==> src/rtl/wash_pkg.sv <==
// Shared programme codes, programme times, run-state codes and the time lookup
// for the wash front-panel input stage.
package wash_pkg;

   localparam int unsigned MOD_W = 3;
   localparam int unsigned TT_W  = 6;

   localparam logic [MOD_W-1:0] MOD_STD   = 3'd0;
   localparam logic [MOD_W-1:0] MOD_WASH  = 3'd1;
   localparam logic [MOD_W-1:0] MOD_WR    = 3'd2;
   localparam logic [MOD_W-1:0] MOD_RINSE = 3'd3;
   localparam logic [MOD_W-1:0] MOD_RS    = 3'd4;
   localparam logic [MOD_W-1:0] MOD_SPIN  = 3'd5;

   localparam logic [TT_W-1:0] T_STD   = 6'd33;
   localparam logic [TT_W-1:0] T_WASH  = 6'd12;
   localparam logic [TT_W-1:0] T_WR    = 6'd27;
   localparam logic [TT_W-1:0] T_RINSE = 6'd15;
   localparam logic [TT_W-1:0] T_RS    = 6'd21;
   localparam logic [TT_W-1:0] T_SPIN  = 6'd6;

   typedef enum logic [1:0] {
      RS_OFF   = 2'd0,
      RS_IDLE  = 2'd1,
      RS_RUN   = 2'd2,
      RS_PAUSE = 2'd3
   } run_state_e;

   // Programme payload handed to the sequencer together with the mod strobe.
   typedef struct packed {
      logic [MOD_W-1:0] code;
      logic [TT_W-1:0]  tt;
   } prog_t;

   function automatic logic [TT_W-1:0] prog_time(input logic [MOD_W-1:0] code);
      logic [TT_W-1:0] t;
      case (code)
         MOD_WASH:  t = T_WASH;
         MOD_WR:    t = T_WR;
         MOD_RINSE: t = T_RINSE;
         MOD_RS:    t = T_RS;
         MOD_SPIN:  t = T_SPIN;
         default:   t = T_STD;
      endcase
      return t;
   endfunction

endpackage

==> src/rtl/btn_debounce.sv <==
// Button conditioner: 2-FF synchroniser, stability counter and a one-cycle
// pulse when a press (0->1) is accepted.
module btn_debounce #(
   parameter int unsigned DB_CYCLES = 20000
) (
   input  logic clk,
   input  logic rst,
   input  logic btn_i,
   output logic ev_o
);

   localparam int unsigned CW = $clog2(DB_CYCLES + 1);

   logic          sync1_q;
   logic          sync2_q;
   logic          level_q;
   logic          ev_q;
   logic [CW-1:0] cnt_q;

   // Counter tracks consecutive samples that disagree with the accepted level.
   always_ff @(posedge clk) begin
      if (rst) begin
         sync1_q <= 1'b0;
         sync2_q <= 1'b0;
         level_q <= 1'b0;
         ev_q    <= 1'b0;
         cnt_q   <= '0;
      end else begin
         sync1_q <= btn_i;
         sync2_q <= sync1_q;
         ev_q    <= 1'b0;
         if (sync2_q == level_q) begin
            cnt_q <= '0;
         end else if (cnt_q == CW'(DB_CYCLES - 1)) begin
            cnt_q   <= '0;
            level_q <= sync2_q;
            ev_q    <= sync2_q;
         end else begin
            cnt_q <= cnt_q + CW'(1);
         end
      end
   end

   assign ev_o = ev_q;

endmodule

==> src/rtl/wash_panel_in.sv <==
// Front-panel input stage: debounced buttons drive the power/run FSM,
// programme selection and the 1 Hz step tick for the wash sequencer.
module wash_panel_in
   import wash_pkg::*;
#(
   parameter int unsigned DB_CYCLES = 20000,
   parameter int unsigned TICK_DIV  = 50000000
) (
   input  logic              clk,
   input  logic              rst,
   input  logic              btn_mode,
   input  logic              btn_start,
   input  logic              btn_power,
   input  logic              tt_zero,
   output logic              mod,
   output logic [MOD_W-1:0]  mod1,
   output logic [TT_W-1:0]   Tt1,
   output logic              s,
   output logic              p,
   output logic              ts,
   output logic [1:0]        run_state
);

   localparam int unsigned TW = $clog2(TICK_DIV + 1);

   logic ev_mode;
   logic ev_start;
   logic ev_power;

   btn_debounce #(.DB_CYCLES(DB_CYCLES)) u_db_mode (
      .clk   (clk),
      .rst   (rst),
      .btn_i (btn_mode),
      .ev_o  (ev_mode)
   );

   btn_debounce #(.DB_CYCLES(DB_CYCLES)) u_db_start (
      .clk   (clk),
      .rst   (rst),
      .btn_i (btn_start),
      .ev_o  (ev_start)
   );

   btn_debounce #(.DB_CYCLES(DB_CYCLES)) u_db_power (
      .clk   (clk),
      .rst   (rst),
      .btn_i (btn_power),
      .ev_o  (ev_power)
   );

   run_state_e       state_q;
   prog_t            prog_q;
   logic             done_q;
   logic             mod_q;
   logic             pend_q;
   logic             s_q;
   logic             p_q;
   logic             ts_q;
   logic [TW-1:0]    tick_q;
   logic [MOD_W-1:0] mode_next_c;

   always_comb begin
      mode_next_c = (prog_q.code == MOD_SPIN) ? MOD_STD : prog_q.code + MOD_W'(1);
   end

   // Power off outranks everything; within a state start outranks mode.
   // A mode change updates Tt1 now and strobes mod one cycle later.
   always_ff @(posedge clk) begin
      if (rst) begin
         state_q     <= RS_OFF;
         prog_q.code <= MOD_STD;
         prog_q.tt   <= T_STD;
         done_q      <= 1'b0;
         mod_q       <= 1'b0;
         pend_q      <= 1'b0;
         s_q         <= 1'b0;
         p_q         <= 1'b0;
         ts_q        <= 1'b0;
         tick_q      <= '0;
      end else begin
         mod_q  <= pend_q;
         pend_q <= 1'b0;
         ts_q   <= 1'b0;
         tick_q <= '0;
         if (ev_power && state_q != RS_OFF) begin
            state_q     <= RS_OFF;
            prog_q.code <= MOD_STD;
            prog_q.tt   <= T_STD;
            done_q      <= 1'b0;
            mod_q       <= 1'b1;
            s_q         <= 1'b0;
            p_q         <= 1'b0;
         end else begin
            unique case (state_q)
               RS_OFF: begin
                  if (ev_power) begin
                     state_q <= RS_IDLE;
                     p_q     <= 1'b1;
                  end
               end
               RS_IDLE: begin
                  if (ev_start) begin
                     if (done_q) begin
                        done_q <= 1'b0;
                        mod_q  <= 1'b1;
                     end else begin
                        state_q <= RS_RUN;
                        s_q     <= 1'b1;
                     end
                  end else if (ev_mode) begin
                     prog_q.code <= mode_next_c;
                     prog_q.tt   <= prog_time(mode_next_c);
                     pend_q      <= 1'b1;
                  end
               end
               RS_RUN: begin
                  if (tt_zero) begin
                     state_q <= RS_IDLE;
                     s_q     <= 1'b0;
                     done_q  <= 1'b1;
                  end else if (ev_start) begin
                     state_q <= RS_PAUSE;
                     s_q     <= 1'b0;
                  end else if (tick_q == TW'(TICK_DIV - 1)) begin
                     ts_q <= 1'b1;
                  end else begin
                     tick_q <= tick_q + TW'(1);
                  end
               end
               RS_PAUSE: begin
                  if (ev_start) begin
                     state_q <= RS_RUN;
                     s_q     <= 1'b1;
                  end
               end
            endcase
         end
      end
   end

   assign mod       = mod_q;
   assign mod1      = prog_q.code;
   assign Tt1       = prog_q.tt;
   assign s         = s_q;
   assign p         = p_q;
   assign ts        = ts_q;
   assign run_state = state_q;

endmodule

==> config.mk <==
export PLATFORM = sky130hd
export DESIGN_NAME = wash_panel_in
export DESIGN_NICKNAME = d
export VERILOG_FILES = /design/src/rtl/wash_pkg.sv /design/src/rtl/btn_debounce.sv /design/src/rtl/wash_panel_in.sv
export SDC_FILE = /design/constraint.sdc
export NUM_CORES = 1
export LEC_CHECK = 0
export BUFFER_PORTS_ARGS = -buffer_cell sky130_fd_sc_hd__buf_2
export CAP_MARGIN = 20
export CORE_UTILIZATION = 55
export CTS_BUF_LIST = sky130_fd_sc_hd__clkbuf_8
export CTS_CLUSTER_DIAMETER = 120
export DETAILED_ROUTE_END_ITERATION = 8
export PLACE_DENSITY = 0.7
export SLEW_MARGIN = 20
export SYNTH_ARGS = -nofsm -noshare
export SYNTH_HDL_FRONTEND = slang
export SYNTH_SLANG_ARGS = --single-unit
==> constraint.sdc <==
create_clock -name clk -period 3.3 [get_ports clk]
set_input_delay 0.165 -clock clk [delete_from_list [all_inputs] [get_ports clk]]
set_output_delay 0.165 -clock clk [all_outputs]
set_load 0.005 [all_outputs]
==> results.md, run 1 <==
* Share of power burned in combinational logic at 1.2%
* CP delay by family, top: simple AND/OR/NAND/NOR gates
* Count of state elements after synthesis at 100
* Worst Skew at 0.0128 ns
* Data required, critical path at 3.59 ns
* # diodes at 0
* Layout cell share with drive strength beyond 1 at 9.15%
* Net Count, Synth at 493
* Asr flop ratio synth at 0%
* Status: completed
* Footprint of the multi-input gates at 2170 um^2
* Site Rows at 31
* Arrival time worst endpoint at 2.49 ns
* Post-CTS sizing at 0
* Vias in the first global route at 3169
* Final setup violation count at 0
* Routed wire length at 7480 um
* Final Hold Viols at 0
* Die W at 90.6 um
* Clock Sink Count at 100
* Post-layout nets at 509
* Vias at 3366
* Max Cap Viol at 0
* Worst-Margin Slew at 0.578 ns
* Critical path buffers and inverters at 0
* Slowest stage delay, CP at 0.62 ns
* Die Y at 90.6 um
* TritonRoute pass-1 iters at 6
* Top Ports at 21
* Placeable Area at 7410 um^2
* Placed Cells at 584
* Final ANT Viol Nets at 0
* GRT overflow at 0
* Die footprint at 8210 um^2
* Max rail drop VDD at 245 uV
* Sw frac at 21.1%
* CTS tree: built
* Reg area at 2000 um^2
* DP HPWL at 5140 um
* Most common cell after layout, fill and taps aside: dfxtp_1
* Commonest non-fill, non-tap cells in the layout: dfxtp_1 (100), nor2_1 (64), nand2_1 (33), xnor2_1 (30)
* Total GRT Usage at 19.9%
* Power share of the sequential group at 62.6%
* # H-tree levels at 3
* Crit Path Category: flop to flop
* Post-synthesis sequential area ratio at 46.4%
* Area Growth Syn to Fin at 8.11%
* PD cells at 415 nW/um^2
* Startpoint Class: flop
* Critical path capture point type: flop
* # port buffers at 20
* Slowest-stage cell, CP: or4_1
* Hold WC Path Type: input port to flop
* Hold depth at 2
* Clock-pin slew on the worst setup and hold paths at 0.10 ns
* Fmax at 453 MHz
* RSZ-0062 raised after global routing: false
* Worst path depth at 5
* Post-Syn Area at 4320 um^2
* Post-synth cell types at 45
* Max Buffers Root-to-Sink at 2
* Fin crit share at 66.8%
* DRT iter0 DRCs at 122
* DRC at 0
* Clock network power share at 36.2%
* Final setup TNS at 0 ns
* CP Cell Sequence: ha_1 -> and3_1 -> nand4_1 -> or4_1 -> a211oi_1
* Total CTS buffers at 9
* Final worst slack at 1.09 ns
* Post-layout util at 63.0%
* Top FF cell, synth: dfxtp_1
* Max_slew headroom at 61.5%
* Post-Layout Cell Count at 602
* EDFF count, synth at 0
* Leakage at 1.46 nW
* Worst R2R Path Depth at 5
* Average cell area after synthesis at 8.94 um^2
* Root buffer cell: clkbuf_8
* Max Slew Vio Count at 0
* Internal at 0.00153 W
* First-pass GRT wire length at 13500 um
* Pre-CTS WS at 1.10 ns
* Gpl congestion at 0.807
* Vias per cell at 5.59
* Critical Path Fanout Max at 13
* P_sw at 0.000409 W
* Period minus WS final at 2.21 ns
* Initial core utilization at 58.3%
* Syn Inst Count at 483
* Yosys warning total at 0
* Initial antenna violation count at 0
* Fillers at 658
* Drt wl/cell at 12.4 um
* Clock Latency Late Sink at 0.36 ns
* Largest net degree at the start of global routing at 28
==> cells by family (layout without fill, tap and decap cells) <==
| group | after synthesis | in the layout | share of synthesized area, % |
|---|---|---|---|
| xor gates and xnor gates | 50 | 50 | 10.1 |
| adders and majority gates | 4 | 4 | 1.16 |
| buffers and inverters | 32 | 52 | 3.33 |
| AOI/OAI and AO/OA | 56 | 56 | 8.23 |
| muxes | 4 | 4 | 0.927 |
| DFF | 100 | 100 | 46.4 |
| and+or+nand+nor | 237 | 237 | 29.8 |
==> final timing paths <==
kind                                 startpoint  slack (ns)                       endpoint
setup / recovery           tick_q[0]$_SDFF_PP0_        1.09          tick_q[24]$_SDFF_PP0_
setup reg to reg           tick_q[0]$_SDFF_PP0_        1.09          tick_q[24]$_SDFF_PP0_
hold / removal                              rst        0.18  u_db_power.sync2_q$_SDFF_PP0_
hold reg to reg   u_db_power.sync1_q$_SDFF_PP0_        0.44  u_db_power.sync2_q$_SDFF_PP0_
==> area by class of cell <==
cell class	instances	share of cell area [%]
timing repair buffer	26	3.27
tap	99	2.65
inverter	11	0.884
clock buffer	11	3.24
clock inverter	4	0.536
multi-input combinational	351	46.5
sequential	100	42.9
==> flip-flops by register name, summed over array words and instances, names as in the netlist, 2 cells and up <==
signal,flops
tick_q,26
u_db_mode.cnt_q,15
u_db_power.cnt_q,15
u_db_start.cnt_q,15
Tt1,6
mod1,3
run_state,2
==> routing by layer <==
layer  wire length [um]  GRT usage [%]  vias to the layer above
met1               3760           24.7                     1571
li1                   -              -                     1753
met5                  0              0                        -
met2               3480           33.5                       36
met4                 36           6.05                        0
met3                204           5.30                        6
==> through the flow <==
stage	total power, W	area [um^2]	hold slack (ns)
detailed placement	0.00126	4460	0.382
finish	0.00194	4670	0.179
global route	0.00202	4670	0.178
global placement	0.00126	4460	0.374
floorplan	0.00126	4320	0.293
CTS	0.00197	4670	0.153
==> synthesized netlist by cell type (9+ instances only) <==
library cell	number	share of area, %
nand3_1	20	2.3
nor4_1	10	1.4
o21ai_0	13	1.5
nand2_1	33	2.9
or3_1	12	1.7
inv_1	11	0.96
xor2_1	20	4.1
a21oi_1	14	1.6
dfxtp_1	100	46
a211oi_1	14	2.4
xnor2_1	30	6.1
clkbuf_1	12	1.0
nor2_1	64	5.6
nor3_1	22	2.6
nand4_1	22	3.2
or4_1	9	1.6
==> power by group through the flow <==
stage | Combinational [W] | Sequential (W) | Clock, W
final | 0.0000232 | 0.00121 | 0.000701
after floorplan | 0.0000164 | 0.00124 | 0
after detailed placement | 0.0000208 | 0.00124 | 0
after CTS | 0.0000235 | 0.00121 | 0.000731
after global placement | 0.0000203 | 0.00124 | 0
after global routing | 0.0000264 | 0.00121 | 0.000780
==> repair_timing <==
item                      4_1_cts  5_1_grt
hold endpoints to repair        3        0
hold buffers                    3        0
buffers inserted                0        0
No activity file was read; power rests on OpenSTA's default activity.
==> inputs of run 2 (changes only) <==
- ABC_AREA: default -> 1
- PLACE_DENSITY: 0.7 -> 0.69
- clock period: 3.3 -> 2.1 ns (I/O delays scaled with it)
==> run 2 against run 1 <==
  * Sequential power up 58%
  * Core utilization down 0.79 points
  * Clock power up 97%
  * Synthesized area up 7.7%
  * Fmax up 33%
  * Largest cell class unchanged
==> results.md, run 2 <==
* Die W at 93.9 um (was 90.6 um)
* Area Growth Syn to Fin at 9.96% (was 8.11%)
* Final ANT Viol Nets at 0 (unchanged)
* Initial core utilization at 56.6% (was 58.3%)
* Arrival time worst endpoint at 1.91 ns (was 2.49 ns)
* Most common cell in the netlist: nand2_1 (was dfxtp_1)
* Root buffer cell: clkbuf_8 (unchanged)
* Post-synth top cells: nand2_1 (151), nor2_1 (108), dfxtp_1 (100) (was dfxtp_1 (100), nor2_1 (64), nand2_1 (33))
* Clock network power share at 41.2% (was 36.2%)
* Worst-Margin Slew at 0.572 ns (was 0.578 ns)
* Min-delay src: tt_zero (was rst)
* Final Hold Viols at 0 (unchanged)
* Routed wire length on met2 at 4040 um (was 3480 um)
* Power share of the sequential group at 56.9% (was 62.6%)
* P_sw at 0.000691 W (was 0.000409 W)
* Final setup TNS at 0 ns (unchanged)
* Final worst slack at 0.439 ns (was 1.09 ns)
* Most common cell after layout, fill and taps aside: nand2_1 (was dfxtp_1)
* Vias per cell at 5.00 (was 5.59)
* Die footprint at 8830 um^2 (was 8210 um^2)
* Top post-synthesis cells by area: dfxtp_1 (43%), nand2_1 (12%), nor2_1 (8.7%) (was dfxtp_1 (46%), xnor2_1 (6.1%), nor2_1 (5.6%))
* Gpl congestion at 0.860 (was 0.807)
* Site Rows at 33 (was 31)
* Reg area at 2000 um^2 (unchanged)
* Max Cap Viol at 0 (unchanged)
* Biggest register: tick_q (unchanged)
* Synth area leader: dfxtp_1 (unchanged)
* DP HPWL at 6660 um (was 5140 um)
* Crit Path Category: flop to flop (unchanged)
* Routed wire length at 8870 um (was 7480 um)
* Footprint of the multi-input gates at 2260 um^2 (was 2170 um^2)
* Placed Cells at 769 (was 584)
* Sw frac at 20.6% (was 21.1%)
* Fmax at 602 MHz (was 453 MHz)
* Post-layout util at 62.2% (was 63.0%)
* RSZ-0062 raised after global routing: false (unchanged)
* Top Ports at 21 (unchanged)
* R2r setup slk at 0.44 ns (was 1.09 ns)
* Post-Layout Cell Count at 788 (was 602)
* Top layer in use: met4 (unchanged)
* Total CTS buffers at 9 (unchanged)
* Period minus WS final at 1.66 ns (was 2.21 ns)
* Critical path capture point type: flop (unchanged)
* Area share of the largest cell type after synthesis at 43.1% (was 46.4%)
* Placeable Area at 8220 um^2 (was 7410 um^2)
* Die Y at 93.9 um (was 90.6 um)
* Fin crit share at 79.1% (was 66.8%)
* Startpoint Class: flop (unchanged)
* Drt wl/cell at 11.3 um (was 12.4 um)
* # diodes at 0 (unchanged)
* # H-tree levels at 3 (unchanged)
* Fillers at 772 (was 658)
* RR Startpoint: tick_q[0]$_SDFF_PP0_ (unchanged)
* CTS tree: built (unchanged)
* Hold WC Path Type: input port to flop (unchanged)
* Post-layout nets at 688 (was 509)
* TritonRoute pass-1 iters at 4 (was 6)
* Internal at 0.00266 W (was 0.00153 W)
* Top FF cell, synth: dfxtp_1 (unchanged)
* Syn Inst Count at 648 (was 483)
* Clock Sink Count at 100 (unchanged)
* Finished layout cell area at 5110 um^2 (was 4670 um^2)
* Average cell area after synthesis at 7.18 um^2 (was 8.94 um^2)
* DRC at 0 (unchanged)
* Clock Latency Late Sink at 0.36 ns (about the same)
* Critical Path Fanout Max at 22 (was 13)
* Total GRT Usage at 22.1% (was 19.9%)
* Pre-CTS WS at 0.451 ns (was 1.10 ns)
* Hold depth at 3 (was 2)
* Post-Syn Area at 4650 um^2 (was 4320 um^2)
* Clock-pin slew on the worst setup and hold paths at 0.09 ns (was 0.10 ns)
* Status: completed (unchanged)
* Hold Path Sink: done_q$_SDFFE_PP0P_ (was u_db_power.sync2_q$_SDFF_PP0_)
* Worst Skew at 0.00571 ns (was 0.0128 ns)
* Post-CTS sizing at 0 (unchanged)
* Data required, critical path at 2.35 ns (was 3.59 ns)
* PD cells at 656 nW/um^2 (was 415 nW/um^2)
* Layout cell share with drive strength beyond 1 at 12.0% (was 9.15%)
* Placement Cell Area at 4850 um^2 (was 4460 um^2)
* Largest register FFs at 26 (unchanged)
* Leakage at 1.81 nW (was 1.46 nW)
* EDFF count, synth at 0 (unchanged)
* Initial antenna violation count at 0 (unchanged)
* DRT iter0 DRCs at 151 (was 122)
* First-pass GRT wire length at 15500 um (was 13500 um)
* Yosys warning total at 0 (unchanged)
* GRT overflow at 0 (unchanged)
* Share of power burned in combinational logic at 1.8% (was 1.2%)
* Max_slew headroom at 61.7% (was 61.5%)
* Count of state elements after synthesis at 100 (unchanged)
* Final setup violation count at 0 (unchanged)
* Commonest non-fill, non-tap cells in the layout: nand2_1 (151), nor2_1 (108), dfxtp_1 (100), inv_1 (88), nand3_1 (41) (was dfxtp_1 (100), nor2_1 (64), nand2_1 (33), xnor2_1 (30))
* Asr flop ratio synth at 0% (unchanged)
* Setup Fix Bufs, Post-CTS at 0 (unchanged)
* Max Buffers Root-to-Sink at 2 (unchanged)
* Post-synth cell types at 33 (was 45)
* Vias in the first global route at 3708 (was 3169)
* Max rail drop VDD at 418 uV (was 245 uV)
* Net Count, Synth at 658 (was 493)
* Met1 WL at 4380 um (was 3760 um)
* Post-synthesis sequential area ratio at 43.1% (was 46.4%)
* Worst R2R Path Depth at 7 (was 5)
* Vias at 3940 (was 3366)
* RR Endpoint: tick_q[15]$_SDFF_PP0_ (was tick_q[24]$_SDFF_PP0_)
* # port buffers at 20 (unchanged)
* Max Slew Vio Count at 0 (unchanged)
* Largest net degree at the start of global routing at 23 (was 28)
* Met3 WL at 337 um (was 204 um)
## run 2: cell count changes after synthesis, moves of 13 or more
| cell | change |
|---|---|
| inv_1 | +77 |
| nand3_1 | +21 |
| nor2_1 | +44 |
| nand2_1 | +118 |
| a21oi_1 | +15 |
| nor2_2 | +13 |
| a211oi_1 | -14 |
| xnor2_1 | -22 |
## run 2: worst max path at each step
| stage | endpoint | slack [ns] | cells past startpoint | from |
|---|---|---|---|---|
| after floorplan | tick_q[16]$_SDFF_PP0_ | 0.67 | 8 | tick_q[0]$_SDFF_PP0_ |
| after global routing | u_db_mode.cnt_q[9]$_SDFF_PP0_ | 0.26 | 6 | u_db_mode.cnt_q[0]$_SDFF_PP0_ |
| final | tick_q[15]$_SDFF_PP0_ | 0.44 | 7 | tick_q[0]$_SDFF_PP0_ |
| after global placement | tick_q[17]$_SDFF_PP0_ | 0.50 | 7 | tick_q[0]$_SDFF_PP0_ |
| after detailed placement | tick_q[15]$_SDFF_PP0_ | 0.45 | 7 | tick_q[0]$_SDFF_PP0_ |
| after CTS | tick_q[15]$_SDFF_PP0_ | 0.42 | 7 | tick_q[0]$_SDFF_PP0_ |
## run 2: cells by family (layout without fill, tap and decap cells)
logic type	Yosys count	in the layout	share of synthesized area [%]
buf+inv	96	131	8.26
flops	100	100	43.1
xor+xnor	31	31	5.84
fa+ha+maj	4	4	1.08
simple gates	364	364	34.7
compound gates	53	53	7.08
## run 2: metrics by stage
step,power (W),hold WS (ns)
2_1_floorplan,0.00199,0.182
3_3_place_gp,0.00201,0.312
3_5_place_dp,0.00201,0.312
4_1_cts,0.00341,0.0150
5_1_grt,0.00349,0.0294
6_report,0.00335,0.0301
## run 2: cell type report
cell class	instances	share of cell area [%]
timing repair buffer	25	2.84
clock buffer	11	2.96
clock inverter	5	1.59
multi-input combinational	452	44.3
tap	105	2.57
inverter	90	6.61
sequential	100	39.2
## run 2: power by group through the flow
stage	clock network, W	logic, W	registers (W)
after detailed placement	0	0.0000570	0.00195
final	0.00138	0.0000608	0.00191
after global routing	0.00150	0.0000697	0.00191
after floorplan	0	0.0000387	0.00195
after CTS	0.00144	0.0000615	0.00191
after global placement	0	0.0000552	0.00195
## run 2: layer usage
layer	up-vias	GRT usage (%)
met1	1788	27.7
met2	50	37.7
met3	10	4.85
li1	2092	-
met4	0	6.54
met5	-	0
## run 2: what timing repair did
| action | CTS | global route |
|---|---|---|
| endpoints found under the hold margin | 3 | 0 |
| hold buffers | 3 | 0 |
| endpoints found under the setup margin | 0 | 0 |
## run 2: critical path: stages, from the launching register on
cell,delay (ns)
dfxtp_1,0.36
ha_1,0.21
nand3_2,0.12
nor2_2,0.19
and2_2,0.21
nand2_2,0.08
nand2_4,0.26
nor2_1,0.10
==> inputs of run 3 (changes only) <==
- ABC_AREA: 1 -> 0
- PLACE_DENSITY: 0.69 -> 0.7
- clock period: 2.1 -> 1.6 ns (I/O delays scaled with it)
==> run 3 against run 2 <==
  * The flow now finishes with violations (negative setup slack)
  * Clock skew grew 0.0071 ns
  * Combinational power grew 16%
  * Fmax shrank 5.8%
  * Via count shrank 5.3%
  * Count of clock-buffer cells in the layout shrank 2
  * Routed wire length grew 6.5%
  * First-iteration DRC count grew 9.9%
  * Cell area grew 8.8%
  * Worst hold slack gained 0.076 ns
==> results.md, run 3 (synthesis gave the netlist of run 1 again) <==
* Status: complete, but fails checks (was completed)
* Failing checks: negative setup slack
* Post-Layout Cell Count at 678 (was 788)
* Slowest stage delay, CP at 0.47 ns (was 0.36 ns)
* Max Cap Viol at 0 (unchanged)
* Initial core utilization at 58.3% (was 56.6%)
* Largest net degree at the start of global routing at 28 (was 23)
* Final worst slack at -0.164 ns (was 0.439 ns)
* Hold WC Path Type: input port to flop (unchanged)
* Routed wire length at 9440 um (was 8870 um)
* Placed Cells at 642 (was 769)
* Final ANT Viol Nets at 0 (unchanged)
* Period minus WS final at 1.76 ns (was 1.66 ns)
* Arrival time worst endpoint at 2.05 ns (was 1.91 ns)
* RR Startpoint: tick_q[0]$_SDFF_PP0_ (unchanged)
* Die W at 90.6 um (was 93.9 um)
* Reg area at 2030 um^2 (was 2000 um^2)
* Commonest non-fill, non-tap cells in the layout: dfxtp_1 (80), buf_4 (68), nor2_1 (54), nand2_1 (33), xnor2_1 (30) (was nand2_1 (151), nor2_1 (108), dfxtp_1 (100), inv_1 (88), nand3_1 (41))
* RR Endpoint: tick_q[22]$_SDFF_PP0_ (was tick_q[15]$_SDFF_PP0_)
* Root buffer cell: clkbuf_8 (unchanged)
* Max Buffers Root-to-Sink at 2 (unchanged)
* Max rail drop VDD at 594 uV (was 418 uV)
* TritonRoute pass-1 iters at 4 (unchanged)
* Vias at 3733 (was 3940)
* Die Y at 90.6 um (was 93.9 um)
* Die footprint at 8210 um^2 (was 8830 um^2)
* Worst-Margin Slew at 0.552 ns (was 0.572 ns)
* Total power at 0.00428 W (was 0.00335 W)
* GRT overflow at 0 (unchanged)
* Total CTS buffers at 9 (unchanged)
* CP Cell Sequence: ha_4 -> and3_4 -> nand4_1 -> buf_6 -> or4_4 -> a211oi_2 (was ha_1 -> nand3_2 -> nor2_2 -> and2_2 -> nand2_2 -> nand2_4 -> nor2_1)
* Vias per cell at 5.51 (was 5.00)
* # H-tree levels at 3 (unchanged)
* Worst setup path startpoint: tick_q[0]$_SDFF_PP0_ (unchanged)
* Top Ports at 21 (unchanged)
* RSZ-0062 raised after global routing: true (was false)
* DRC at 0 (unchanged)
* R2r setup slk at -0.16 ns (was 0.44 ns)
* First-pass GRT wire length at 15800 um (was 15500 um)
* Area Growth Syn to Fin at 28.8% (was 9.96%)
* Max_slew headroom at 63.2% (was 61.7%)
* Fin crit share at 110% (was 79.1%)
* Gpl congestion at 0.762 (was 0.860)
* DP HPWL at 5930 um (was 6660 um)
* Worst Skew at 0.0128 ns (was 0.00571 ns)
* Biggest register: tick_q (unchanged)
* Drt wl/cell at 13.9 um (was 11.3 um)
* Initial antenna violation count at 0 (unchanged)
* PD cells at 770 nW/um^2 (was 656 nW/um^2)
* Critical path capture point type: flop (unchanged)
* Fillers at 555 (was 772)
* Total GRT Usage at 23.3% (was 22.1%)
* Data required, critical path at 1.88 ns (was 2.35 ns)
* Final setup violation count at 41 (was 0)
* Largest register FFs at 26 (unchanged)
* Startpoint Class: flop (unchanged)
* Worst R2R Path Depth at 6 (was 7)
* Max Slew Vio Count at 0 (unchanged)
* # diodes at 0 (unchanged)
* Layout cell share with drive strength beyond 1 at 30.7% (was 12.0%)
* Final Hold Viols at 0 (unchanged)
* Clock-pin slew on the worst setup and hold paths at 0.10 ns (was 0.09 ns)
* Site Rows at 31 (was 33)
* Capture point of the critical path: tick_q[22]$_SDFF_PP0_ (was tick_q[15]$_SDFF_PP0_)
* Slowest-stage cell, CP: or4_4 (was dfxtp_1)
* Footprint of the multi-input gates at 2360 um^2 (was 2260 um^2)
* Crit Path Category: flop to flop (unchanged)
* Clock Sink Count at 100 (unchanged)
* DRT iter0 DRCs at 166 (was 151)
* Leakage at 1.91 nW (was 1.81 nW)
* Vias in the first global route at 3608 (was 3708)
* # port buffers at 20 (unchanged)
* CTS tree: built (unchanged)
* Fmax at 567 MHz (was 602 MHz)
* Clock Latency Late Sink at 0.36 ns (about the same)
* Most common cell after layout, fill and taps aside: dfxtp_1 (was nand2_1)
* Placeable Area at 7410 um^2 (was 8220 um^2)
* Post-layout nets at 585 (was 688)
* Critical Path Fanout Max at 5 (was 22)
## run 3: how the worst min path moves through the flow
stage | depth (start not counted) | from | slack (ns) | end
2_1_floorplan | 1 | btn_mode | 0.21 | u_db_mode.sync1_q$_SDFF_PP0_
3_3_place_gp | 2 | btn_start | 0.29 | u_db_start.sync1_q$_SDFF_PP0_
3_5_place_dp | 2 | btn_mode | 0.30 | u_db_mode.sync1_q$_SDFF_PP0_
4_1_cts | 4 | tt_zero | 0.09 | run_state[1]$_SDFFE_PP0P_
5_1_grt | 4 | tt_zero | 0.1 | run_state[1]$_SDFFE_PP0P_
6_report | 4 | tt_zero | 0.11 | run_state[1]$_SDFFE_PP0P_
## run 3: layout make-up
class,instances,share of cell area [%]
clock inverter,6,1.58
tap,99,2.23
sequential,100,36.5
inverter,11,0.743
timing repair buffer,102,14.2
multi-input combinational,351,42.5
clock buffer,9,2.23
## run 3: metal layers
metal / vias to the layer above / GRT usage, % / share of wire (%)
met5: - / 0 / 0
met4: 0 / 6.05 / 0.71
met3: 6 / 5.47 / 3.2
met2: 55 / 40.7 / 49
met1: 1773 / 28.7 / 47
li1: 1899 / - / -
## run 3: critical path: cells and delay by family, from the launching register on
family / cells / cell delay, ns
compound gates: 1 / 0.19
fa+ha+maj: 1 / 0.13
buf+inv: 1 / 0.19
flops: 1 / 0.38
simple gates: 3 / 0.81
## run 3: repair_timing
action / CTS / global route
resized for setup: 24 / 42
hold buffers: 3 / 0
hold endpoints to repair: 3 / 0
setup endpoints to repair: 42 / 72
pin swaps: 14 / 14
gates cloned: 3 / 1
setup buffers: 8 / 6
## run 3: metrics by stage
step | setup slack, ns | TNS, ns | hold WS (ns) | cell area (um^2) | util [%]
after floorplan | -0.0689 | -0.760 | 0.208 | 4370 | -
after global placement | -0.0379 | -0.372 | 0.288 | 4950 | 66.8
after detailed placement | -0.113 | -1.45 | 0.298 | 4950 | 66.8
after CTS | -0.121 | -2.02 | 0.0910 | 5370 | 72.5
after global routing | -0.241 | -5.76 | 0.0969 | 5560 | 75.1
final | -0.164 | -3.36 | 0.106 | 5560 | 75.1
## run 3: power breakdown
| group | internal [W] | leakage, nW | switching, W |
|---|---|---|---|
| logic | 0.0000336 | 0.987 | 0.0000367 |
| registers | 0.00249 | 0.817 | 0.00000556 |
| clock network | 0.000878 | 0.110 | 0.000836 |
| total | 0.00341 | 1.91 | 0.000878 |
